## config.mk

```make
export PLATFORM = sky130hd
export DESIGN_NAME = br_update_gen
export DESIGN_NICKNAME = d
export VERILOG_FILES = /design/src/rtl/br_update_gen.sv
export SDC_FILE = /design/constraint.sdc
export NUM_CORES = 1
export LEC_CHECK = 0
export ABC_CLOCK_PERIOD_IN_PS = 3250
export BUFFER_PORTS_ARGS = -buffer_cell sky130_fd_sc_hd__buf_2
export CAP_MARGIN = 30
export CORE_ASPECT_RATIO = 0.9
export CORE_MARGIN = 3
export CORE_UTILIZATION = 48
export CTS_CLUSTER_SIZE = 28
export DETAILED_ROUTE_END_ITERATION = 7
export PLACE_DENSITY = 0.82
export SYNTH_ARGS = -nofsm -noshare
export SYNTH_HDL_FRONTEND = slang
export SYNTH_SLANG_ARGS = --single-unit
```

## constraint.sdc

```tcl
create_clock -name clk -period 3.25 [get_ports clk]
set_input_delay 0.325 -clock clk [delete_from_list [all_inputs] [get_ports clk]]
set_output_delay 0.325 -clock clk [all_outputs]
set_load 0.05 [all_outputs]
```

## src/rtl/br_update_gen.sv

```systemverilog
// br_update_gen: turns resolved branches and commit redirects into registered predictor updates.
package br_update_pkg;
   localparam int LPHT_IDX_W = 16;
   typedef struct packed {
      logic                  flush;
      logic [29:0]           br_target;
      logic [29:0]           pc;
      logic [1:0]            br_type;
      logic                  br_taken;
      logic                  btb_update;
      logic                  lpht_update;
      logic [1:0]            lphr;
      logic [LPHT_IDX_W-1:0] lphr_index;
   } bpu_update_t;
endpackage

module br_update_gen
   import br_update_pkg::*;
#(
   parameter int LPHT_ADDR_WIDTH = 5
) (
   input  logic                       clk,
   input  logic                       rst,
   input  logic                       stall_i,
   input  logic                       valid_i,
   input  logic                       epoch_i,
   input  logic                       is_br_i,
   input  logic [1:0]                 br_type_i,
   input  logic [29:0]                pc_i,
   input  logic                       act_taken_i,
   input  logic [29:0]                act_target_i,
   input  logic                       pred_taken_i,
   input  logic [29:0]                pred_target_i,
   input  logic [1:0]                 pred_lphr_i,
   input  logic [LPHT_ADDR_WIDTH-1:0] pred_lphr_index_i,
   input  logic                       ext_flush_i,
   input  logic [29:0]                ext_target_i,
   output bpu_update_t                update_o,
   output logic                       epoch_o,
   output logic [31:0]                br_cnt_o,
   output logic [31:0]                miss_cnt_o
);
   logic        epoch_q, accept, br_acc, mis;
   logic [1:0]  lphr_n;
   bpu_update_t nxt;

   assign epoch_o = epoch_q;

   // pc/br_type/lphr_index hold the last accepted resolution; everything else pulses
   always_comb begin
      accept = valid_i & ~stall_i & (epoch_i == epoch_q) & ~ext_flush_i;
      br_acc = accept & is_br_i;
      mis = accept & (is_br_i ? (act_taken_i != pred_taken_i) | (act_taken_i & (act_target_i != pred_target_i))
                              : pred_taken_i);
      lphr_n = act_taken_i ? (&pred_lphr_i ? 2'd3 : pred_lphr_i + 2'd1)
                           : (|pred_lphr_i ? pred_lphr_i - 2'd1 : 2'd0);
      nxt = '0;
      nxt.flush = ext_flush_i | mis;
      nxt.br_target = ext_flush_i ? ext_target_i : !mis ? 30'd0 : (is_br_i & act_taken_i) ? act_target_i : pc_i + 30'd1;
      nxt.pc = accept ? pc_i : update_o.pc;
      nxt.br_type = accept ? br_type_i : update_o.br_type;
      nxt.lphr_index = accept ? LPHT_IDX_W'(pred_lphr_index_i) : update_o.lphr_index;
      nxt.br_taken = br_acc & act_taken_i;
      nxt.btb_update = br_acc & act_taken_i & mis;
      nxt.lpht_update = br_acc & (br_type_i == 2'd0);
      nxt.lphr = nxt.lpht_update ? lphr_n : 2'd0;
   end

   always_ff @(posedge clk) begin
      if (rst) begin
         update_o   <= '0;
         epoch_q    <= 1'b0;
         br_cnt_o   <= '0;
         miss_cnt_o <= '0;
      end else begin
         update_o   <= nxt;
         epoch_q    <= epoch_q ^ nxt.flush;
         br_cnt_o   <= br_cnt_o + 32'(br_acc);
         miss_cnt_o <= miss_cnt_o + 32'(mis);
      end
   end
endmodule

```

# ---- Yosys cells after proc, flatten, opt, wreduce, memory -nomap -nowiden
# Cells that the tools add are included.
dict set report classes {
  n_reduce_logical 4
  bitwise 16
  n_eq_ne 3
  mux 7
  n_addsub 5
}
# cell n
set op_table {}
lappend op_table {{$mux 30} 3}
lappend op_table {{$add 32x1->32} 2}
lappend op_table {{$add 30x1->30 const B} 1}
lappend op_table {{$ne 30x30->1} 1}
lappend op_table {{$and 1x1->1} 10}
lappend op_table {{$mux 2} 3}
lappend op_table {{$reduce_or 2->1} 2}
lappend op_table {{$not 1->1} 3}
lappend op_table {{$add 2x1->2 const B} 1}
lappend op_table {{$logic_not 2->1} 1}
lappend op_table {{$or 1x1->1} 2}
lappend op_table {{$reduce_and 2->1} 1}
lappend op_table {{$sub 2x1->2 const B} 1}
lappend op_table {{$eq 1x1->1} 1}
lappend op_table {{$mux 1} 1}
lappend op_table {{$ne 1x1->1} 1}
lappend op_table {{$xor 1x1->1} 1}
dict set report totals {
  output_inout_bits 149
  elab_cells 47
  register_bits 138
  inputBits 138
}

# ---- Depth between registers and ports, before layout
# Gate-level depths: netlist of run 1.
dict set report depth {
  word_depth 8
  depth_mapped 14
  mapped_depth_nobuf 12
}

# ---- Worst setup path after synthesis of run 1
# Ideal clock, no wire load.
dict set report synth_path {
  kind {reg-to-reg}
  startpoint {reg epoch_q (netlist: epoch_o)}
  endpoint {reg miss_cnt_o[28]}
  period_less_slack_ns 2.837
  path_slack_ns 0.413
  t_arrival_ns 2.717
  path_stages_with_launch 14
  required_ns 3.129
  path_cell_list {dfxtp_1 -> xnor2_1 -> and3_1 -> and2_1 -> o21ai_0 -> inv_1 -> ha_1 -> ha_1 -> and3_1 -> clkbuf_1 -> nand2_1 -> nor3_1 -> nand2_1 -> mux2_2}
}
dict set report synth_between {
  elab_chain_len 5
}
# element line
set synth_rtl {}
lappend synth_rtl {{start: declaration} 43} ;# logic epoch_q, accept, br_acc, mis;
lappend synth_rtl {{start signal: assignment} 77} ;# epoch_q <= epoch_q ^ nxt.flush;
lappend synth_rtl {{$eq 1x1->1} 51} ;# accept = valid_i & ~stall_i & (epoch_i == epoch_q) & ~ext_flush_i;
lappend synth_rtl {{$and 1x1->1 (2 in series)} 51}
lappend synth_rtl {{$and 1x1->1} 53} ;# mis = accept & (is_br_i ? (act_taken_i != pred_taken_i) | (act_taken_i & (act_target_i != pred_target_i))
lappend synth_rtl {{$add 32x1->32} 79} ;# miss_cnt_o <= miss_cnt_o + 32'(mis);
lappend synth_rtl {{end signal: assignment} 79}
lappend synth_rtl {{end: declaration} 41} ;# output logic [31:0] miss_cnt_o
# No other way between the ends.
# A chain may end at the register's enable or synchronous reset.

# ---- Final worst setup path of run 1
dict set report layout_path {
  startpoint {reg epoch_q (netlist: epoch_o)}
  endpoint {reg miss_cnt_o[27]}
}
# The elaborated chain is that of the path after synthesis.

==> summary.txt, run 1 <==
Worst setup path
  • Critical path type: reg -> reg
  • Worst Setup End Kind: flip-flop
  • CP arrival: 3120 ps
  • Startpoint types: flip-flop
  • RR Startpoint: epoch_o$_SDFF_PP0_
  • Critical Path RT: around 3500 ps
  • Worst-path fanout max: 8
  • Critical Path Start: epoch_o$_SDFF_PP0_

CTS
  • Setup Buffers After CTS: 0
  • # resized after CTS: 0
  • Cts hold-fix bufs: 0
  • Htree depth: 4
  • Num CTS Buffers: 17
  • CTS clk-pin slew, worst paths: 60 ps
  • Clk sinks: 138
  • Clk buf depth: 2
  • Clock Latency Late Sink: between 400 and 500 ps
  • CTS tree: built
  • Root buffer selected by CTS: clkbuf_16

Yosys
  • Synth async-reset ratio: 0
  • Sequential share of the synthesized area: 0.4092
  • Number of synthesized flops with an enable pin: 0
  • #FFs+latches synth: 138
  • Top post-synthesis cells by area: dfxtp_1 41%, nand2_1 7.7%, xor2_1 7.7%
  • Synth top cells by count: 138 x dfxtp_1, 138 x nand2_1, 74 x nor2_1
  • Top_reg_cell synth: dfxtp_1
  • Top-area cell type share of the netlist area: 0.4092
  • Yosys top cell by area: dfxtp_1
  • Mapped Cells: 842
  • Mapped Avg Cell Area: 8.018 µm²
  • Yosys warns: 0
  • Synth cell types: 46
  • Cell Area, Synth: just under 7000 µm²

GRT
  • First-pass GRT wire length: 33470 µm
  • Grt ovf: 0
  • Initial antenna violation count: 0
  • Vias in the first global route: 6523
  • Gr usage total: 0.2716
  • Largest net degree at the start of global routing: 59

Layout
  • Area delta synth->final: 31.28%
  • Layout cells sized above 1: 0.2991
  • Final core occ: 0.6535
  • Diodes inserted: 0
  • Fin nets: 1240
  • Finished Layout Cells: 1299

Floorplan
  • Die area: 15530 µm²
  • Die height: 118.5 µm
  • Ports: ~290
  • Floorplan core area: 13560 µm²
  • Initial Util: 0.4978
  • Die width: 131.0 µm
  • Site row count: 40

Detailed routing
  • Met3 Wirelength: roughly 1800 µm
  • Vias per inst: 5.519
  • DR DRC count: 0
  • DR WL/cell: 16.79 µm
  • Detailed Route WL: 21800 µm
  • Top Layer Used: met4
  • DRT iter0 DRCs: 487
  • Metal2 WL: about 10000 µm
  • Total iterations of the first detailed-routing run: 4
  • Antenna viol nets, final: 0
  • Met1 WL: approximately 9400 µm
  • DR vias: 7169

STA
  • Fmax: 353.2 MHz
  • Worst slew margin: 0.3314
  • Minimum clock period: ~2800 ps
  • Max Clock Skew: between 8 and 9 ps
  • Fin crit share: 0.8710
  • Slew @ Worst Pin: 1003 ps
  • RSZ-0062 raised after global routing: false
  • Pins over their slew limit: 0
  • Hold Fails Final Rpt: 0
  • Post-Route Setup TNS: 0 ps
  • Final setup viols: 0

Power and ir drop
  • Peak VDD IR: 0.3805 mV
  • Cell Pwr Density: 498.2 nW/µm²
  • Pwr Total: between 0.004 and 0.005 W
  • Pleak: 3.915 nW

Placed design
  • Placed insts: 1267
  • DP Wirelength: between 15000 and 20000 µm
  • IO buf count: roughly 280
  • Gp weighted congestion: 0.9725

Job
  • MaxCap Viol Count: 0

Outcome
  • Outcome: finished, final reports clean

Hold path
  • Hold WC Path Type: in -> reg
  • Min-delay src: ext_target_i[6]
-- logic make-up (layout without fill, tap and decap cells) --
| group | count (synthesis) | count (layout) | synth area share |
|---|---|---|---|
| DFF | 138 | 138 | 0.4092 |
| other | 1 | 11 | 0.0005554 |
| and+or+nand+nor | 398 | 398 | 0.2878 |
| muxes | 10 | 10 | 0.01520 |
| buffers and inverters | 76 | 334 | 0.05022 |
| AOI/OAI and AO/OA | 125 | 125 | 0.1123 |
| xor gates and xnor gates | 89 | 89 | 0.1155 |
| adders and majority gates | 5 | 5 | 0.009266 |
-- metrics by stage --
step | worst slack, ps | hold WS (ps) | instance area (µm²)
6_report | 419.1 | 97.07 | 8864
5_1_grt | 225.2 | 98.66 | 8864
4_1_cts | 417.3 | 86.88 | 8864
3_5_place_dp | 335.7 | 445.4 | 8214
3_3_place_gp | 389.5 | 438.3 | 8214
2_1_floorplan | 412.7 | 433.5 | 6789
-- routing by layer --
layer	vias up	GRT usage
met5	-	0
met4	0	0.09512
met3	47	0.07140
met2	335	0.4172
met1	3354	0.3664
li1	3433	-
-- state kept, by name (all words and copies together) (netlist names) --
name and cells:
update_o 73, br_cnt_o 32, miss_cnt_o 32, epoch_o 1
-- cell type report --
class | count | area [µm²]
clock buffers | 18 | 429.2
clock inverters | 14 | 220.2
fillers | 1179 | 4700
inverters | 15 | 56.30
multi-input cells | 638 | 3690
flip-flops and latches | 138 | 2763
well taps | 189 | 236.5
repair buffers | 287 | 1469
-- path summary, 6_finish.rpt --
path,endpoint,slack [ps],cells after the start
worst max-delay path,miss_cnt_o[27]$_SDFF_PP0_,420,12
worst max register to register,miss_cnt_o[27]$_SDFF_PP0_,420,12
worst min-delay path,update_o[59]$_SDFF_PP0_,100,3
worst min register to register,update_o[30]$_SDFFE_PP0P_,450,2
-- placed cells by master, fill, tap and decap left out, types with 3 or more instances in the layout --
| cell | count |
|---|---|
| a21oi_1 | 54 |
| and2_1 | 5 |
| and3_1 | 11 |
| and4_1 | 12 |
| buf_2 | 274 |
| buf_4 | 13 |
| bufinv_16 | 5 |
| clkbuf_16 | 17 |
| clkinvlp_4 | 3 |
| conb_1 | 11 |
| dfxtp_1 | 138 |
| ha_1 | 5 |
| inv_1 | 15 |
| mux2i_1 | 8 |
| nand2_1 | 138 |
| nand3_1 | 34 |
| nand4_1 | 26 |
| nor2_1 | 73 |
| nor2b_1 | 7 |
| nor3_1 | 32 |
| nor4_1 | 35 |
| nor4_2 | 3 |
| o211ai_1 | 3 |
| o21ai_0 | 29 |
| o31a_1 | 13 |
| o31ai_1 | 14 |
| or3_1 | 10 |
| or4_1 | 4 |
| xnor2_1 | 30 |
| xor2_1 | 59 |
-- critical path, cell delays in order, from the launching register on --
cell,delay [ps]
dfxtp_1,320
xnor2_1,190
and3_1,250
and2_1,180
o21ai_0,90
buf_4,150
inv_1,50
ha_1,210
and4_1,340
nand3_1,320
nor4_1,390
xnor2_1,180
nor2_1,50
-- report_power, final --
part,switching (W),total [W],leakage [nW],internal [W]
Clock,0.000768,0.00214,0.308,0.00137
Sequential,0.0000115,0.00174,1.12,0.00173
Combinational,0.000382,0.000544,2.49,0.000162
(Power assumes the default switching activity.)
==> inputs of run 2 (changes only) <==
--- a/config.mk
+++ b/config.mk
@@ -5,7 +5,8 @@
 export SDC_FILE = /design/constraint.sdc
 export NUM_CORES = 1
 export LEC_CHECK = 0
-export ABC_CLOCK_PERIOD_IN_PS = 3250
+export ABC_AREA = 0
+export ABC_CLOCK_PERIOD_IN_PS = 3100
 export BUFFER_PORTS_ARGS = -buffer_cell sky130_fd_sc_hd__buf_2
 export CAP_MARGIN = 30
 export CORE_ASPECT_RATIO = 0.9
==> constraint.sdc (replaced) <==
create_clock -name clk -period 3.1 [get_ports clk]
set_input_delay 0.31 -clock clk [delete_from_list [all_inputs] [get_ports clk]]
set_output_delay 0.31 -clock clk [all_outputs]
set_load 0.05 [all_outputs]
==> run 2 against run 1 <==
  * Non-clock buffer count up 3
  * Critical path depth up 1
  * Maximum frequency about the same
  * Via count down 0.91%
  * Count of clock-buffer cells in the layout unchanged
  * Hold slack worse by 18 ps
  * Sequential cell count unchanged
  * Critical path type unchanged
  * Largest cell class unchanged
  * Largest power group unchanged
  * Highest routed layer unchanged
==> summary.txt, run 2 (synthesis gave the netlist of run 1 again) <==
Outcome
  • Outcome: finished, final reports clean (unchanged)

Worst setup path
  • Startpoint types: flip-flop (unchanged)
  • Critical path type: reg -> reg (unchanged)
  • Worst-path fanout max: 4 (was 8)
  • Critical Path RT: 3410 ps (was 3540 ps)
  • Worst Setup End Kind: flip-flop (unchanged)
  • CP arrival: 3140 ps (was 3120 ps)

STA
  • Pins over their slew limit: 0 (unchanged)
  • Post-Route Setup TNS: 0 ps (unchanged)
  • Worst slew margin: 0.3186 (was 0.3314)
  • Slew @ Worst Pin: 1022 ps (was 1003 ps)
  • Minimum clock period: 2829 ps (was 2831 ps)
  • Hold Fails Final Rpt: 0 (unchanged)
  • RSZ-0062 raised after global routing: false (unchanged)
  • Fin crit share: 0.9125 (was 0.8710)
  • Max Clock Skew: 7.822 ps (was 8.122 ps)
  • Fmax: 353.5 MHz (was 353.2 MHz)
  • Hold WS: 79.26 ps (was 97.07 ps)
  • Final setup viols: 0 (unchanged)

GRT
  • Vias in the first global route: 6527 (was 6523)
  • First-pass GRT wire length: 33430 µm (was 33470 µm)
  • Grt ovf: 0 (unchanged)
  • Largest net degree at the start of global routing: 100 (was 59)
  • Gr usage total: 0.2710 (was 0.2716)
  • Initial antenna violation count: 0 (unchanged)

Placed design
  • DP Wirelength: 16470 µm (was 16350 µm)
  • Gp weighted congestion: 0.9396 (was 0.9725)
  • IO buf count: 275 (unchanged)

Layout
  • Max reg flops: 73 (unchanged)
  • # fillers: 1184 (was 1179)
  • Commonest non-fill, non-tap cells in the layout: 274 x buf_2, 138 x nand2_1, 138 x dfxtp_1, 73 x nor2_1, 59 x xor2_1 (unchanged)
  • Area delta synth->final: 31.26% (was 31.28%)
  • Biggest registers after layout: update_o x73, br_cnt_o x32, miss_cnt_o x32 (unchanged)
  • Fin nets: 1243 (was 1240)
  • Reg with most FFs: update_o (unchanged)
  • Diodes inserted: 0 (unchanged)
  • Most common cell after layout, fill and taps aside: buf_2 (unchanged)
  • Layout cells sized above 1: 0.3046 (was 0.2991)

CTS
  • Clk buf depth: 2 (unchanged)
  • Htree depth: 4 (unchanged)
  • Num CTS Buffers: 17 (unchanged)
  • CTS clk-pin slew, worst paths: 60 ps (about the same)
  • Clk sinks: 138 (unchanged)
  • CTS tree: built (unchanged)
  • Root buffer selected by CTS: clkbuf_16 (unchanged)
  • Clock Latency Late Sink: 420 ps (about the same)

Detailed routing
  • DR DRC count: 0 (unchanged)
  • DRT iter0 DRCs: 568 (was 487)
  • DR vias: 7104 (was 7169)
  • DR WL/cell: 16.83 µm (was 16.79 µm)
  • Antenna viol nets, final: 0 (unchanged)
  • Vias per inst: 5.456 (was 5.519)
  • Total iterations of the first detailed-routing run: 5 (was 4)
  • Detailed Route WL: 21910 µm (was 21800 µm)

Floorplan
  • Die height: 118.5 µm (unchanged)
  • Initial Util: 0.4978 (unchanged)
  • Site row count: 40 (unchanged)
  • Die area: 15530 µm² (unchanged)
  • Ports: 287 (unchanged)
  • Die width: 131.0 µm (unchanged)
  • Floorplan core area: 13560 µm² (unchanged)

Power and ir drop
  • Pleak: 3.904 nW (was 3.915 nW)
  • Pwr Total: 0.004444 W (was 0.004416 W)
  • Peak VDD IR: 0.5014 mV (was 0.3805 mV)
  • Cell Pwr Density: 501.5 nW/µm² (was 498.2 nW/µm²)

Hold path
  • Hold WC Path Type: in -> reg (unchanged)

Job
  • MaxCap Viol Count: 0 (unchanged)
run 2: cell count changes in the layout (fill, tap and decap cells not counted), sizes merged:
cell / before / now
buf: 287 / 290
bufinv: 5 / 2
inv: 17 / 18
clkinvlp: 3 / 4
clkinv: 4 / 5
run 2: routing by layer:
metal,share of wire,track usage,routed length [µm],vias up
li1,-,-,-,3433
met1,0.43,0.3681,9470,3324
met2,0.47,0.4239,10340,321
met3,0.082,0.07185,1799,26
met4,0.014,0.07326,302,0
met5,0,0,0,-
run 2: cell type report:
| type | count | area [µm²] | area share |
|---|---|---|---|
| Inverter | 15 | 56.30 | 0.006353 |
| Clock buffer | 18 | 439.2 | 0.04956 |
| Sequential cell | 138 | 2763 | 0.3117 |
| Clock inverter | 14 | 165.2 | 0.01864 |
| Timing Repair Buffer | 290 | 1499 | 0.1691 |
| Multi-Input combinational cell | 638 | 3704 | 0.4179 |
| Tap cell | 189 | 236.5 | 0.02668 |
run 2: what timing repair did:
action | CTS | global route
hold buffers | 0 | 0
setup buffers | 0 | 0
endpoints found under the hold margin | 0 | 0
endpoints found under the setup margin | 0 | 11
gates resized for setup | 0 | 6
run 2: worst max-delay path, cell delays in order (launching register included):
cell and delay, ps:
dfxtp_1 330, xnor2_1 220, and3_1 270, and2_1 170, o21ai_0 80, buf_4 150, inv_1 60, ha_1 200
ha_1 190, and3_1 230, nand2_1 100, nor3_1 330, nand2_1 110, mux2_2 270
run 2: power breakdown:
group	switching (W)	internal (W)	leakage (nW)
Clock	0.000829	0.00122	0.283
Sequential	0.0000125	0.00181	1.12
Combinational	0.000400	0.000171	2.50
run 2: final timing paths:
path,from,end,slack [ps],depth (start not counted)
max,epoch_o$_SDFF_PP0_,miss_cnt_o[28]$_SDFF_PP0_,270,13
min,ext_target_i[6],update_o[59]$_SDFF_PP0_,80,3
max reg2reg,epoch_o$_SDFF_PP0_,miss_cnt_o[28]$_SDFF_PP0_,270,13
min reg2reg,update_o[34]$_SDFFE_PP0P_,update_o[34]$_SDFFE_PP0P_,450,2
run 2: per-stage QoR:
stage | cells | setup slack, ps | instance area [µm²] | util
floorplan | 852 | 262.7 | 6789 | -
global placement | 1270 | 261.2 | 8237 | 0.6073
detailed placement | 1270 | 46.76 | 8237 | 0.6073
CTS | 1302 | 92.49 | 8841 | 0.6518
global route | 1302 | 20.05 | 8862 | 0.6534
finish | 1302 | 271.3 | 8862 | 0.6534
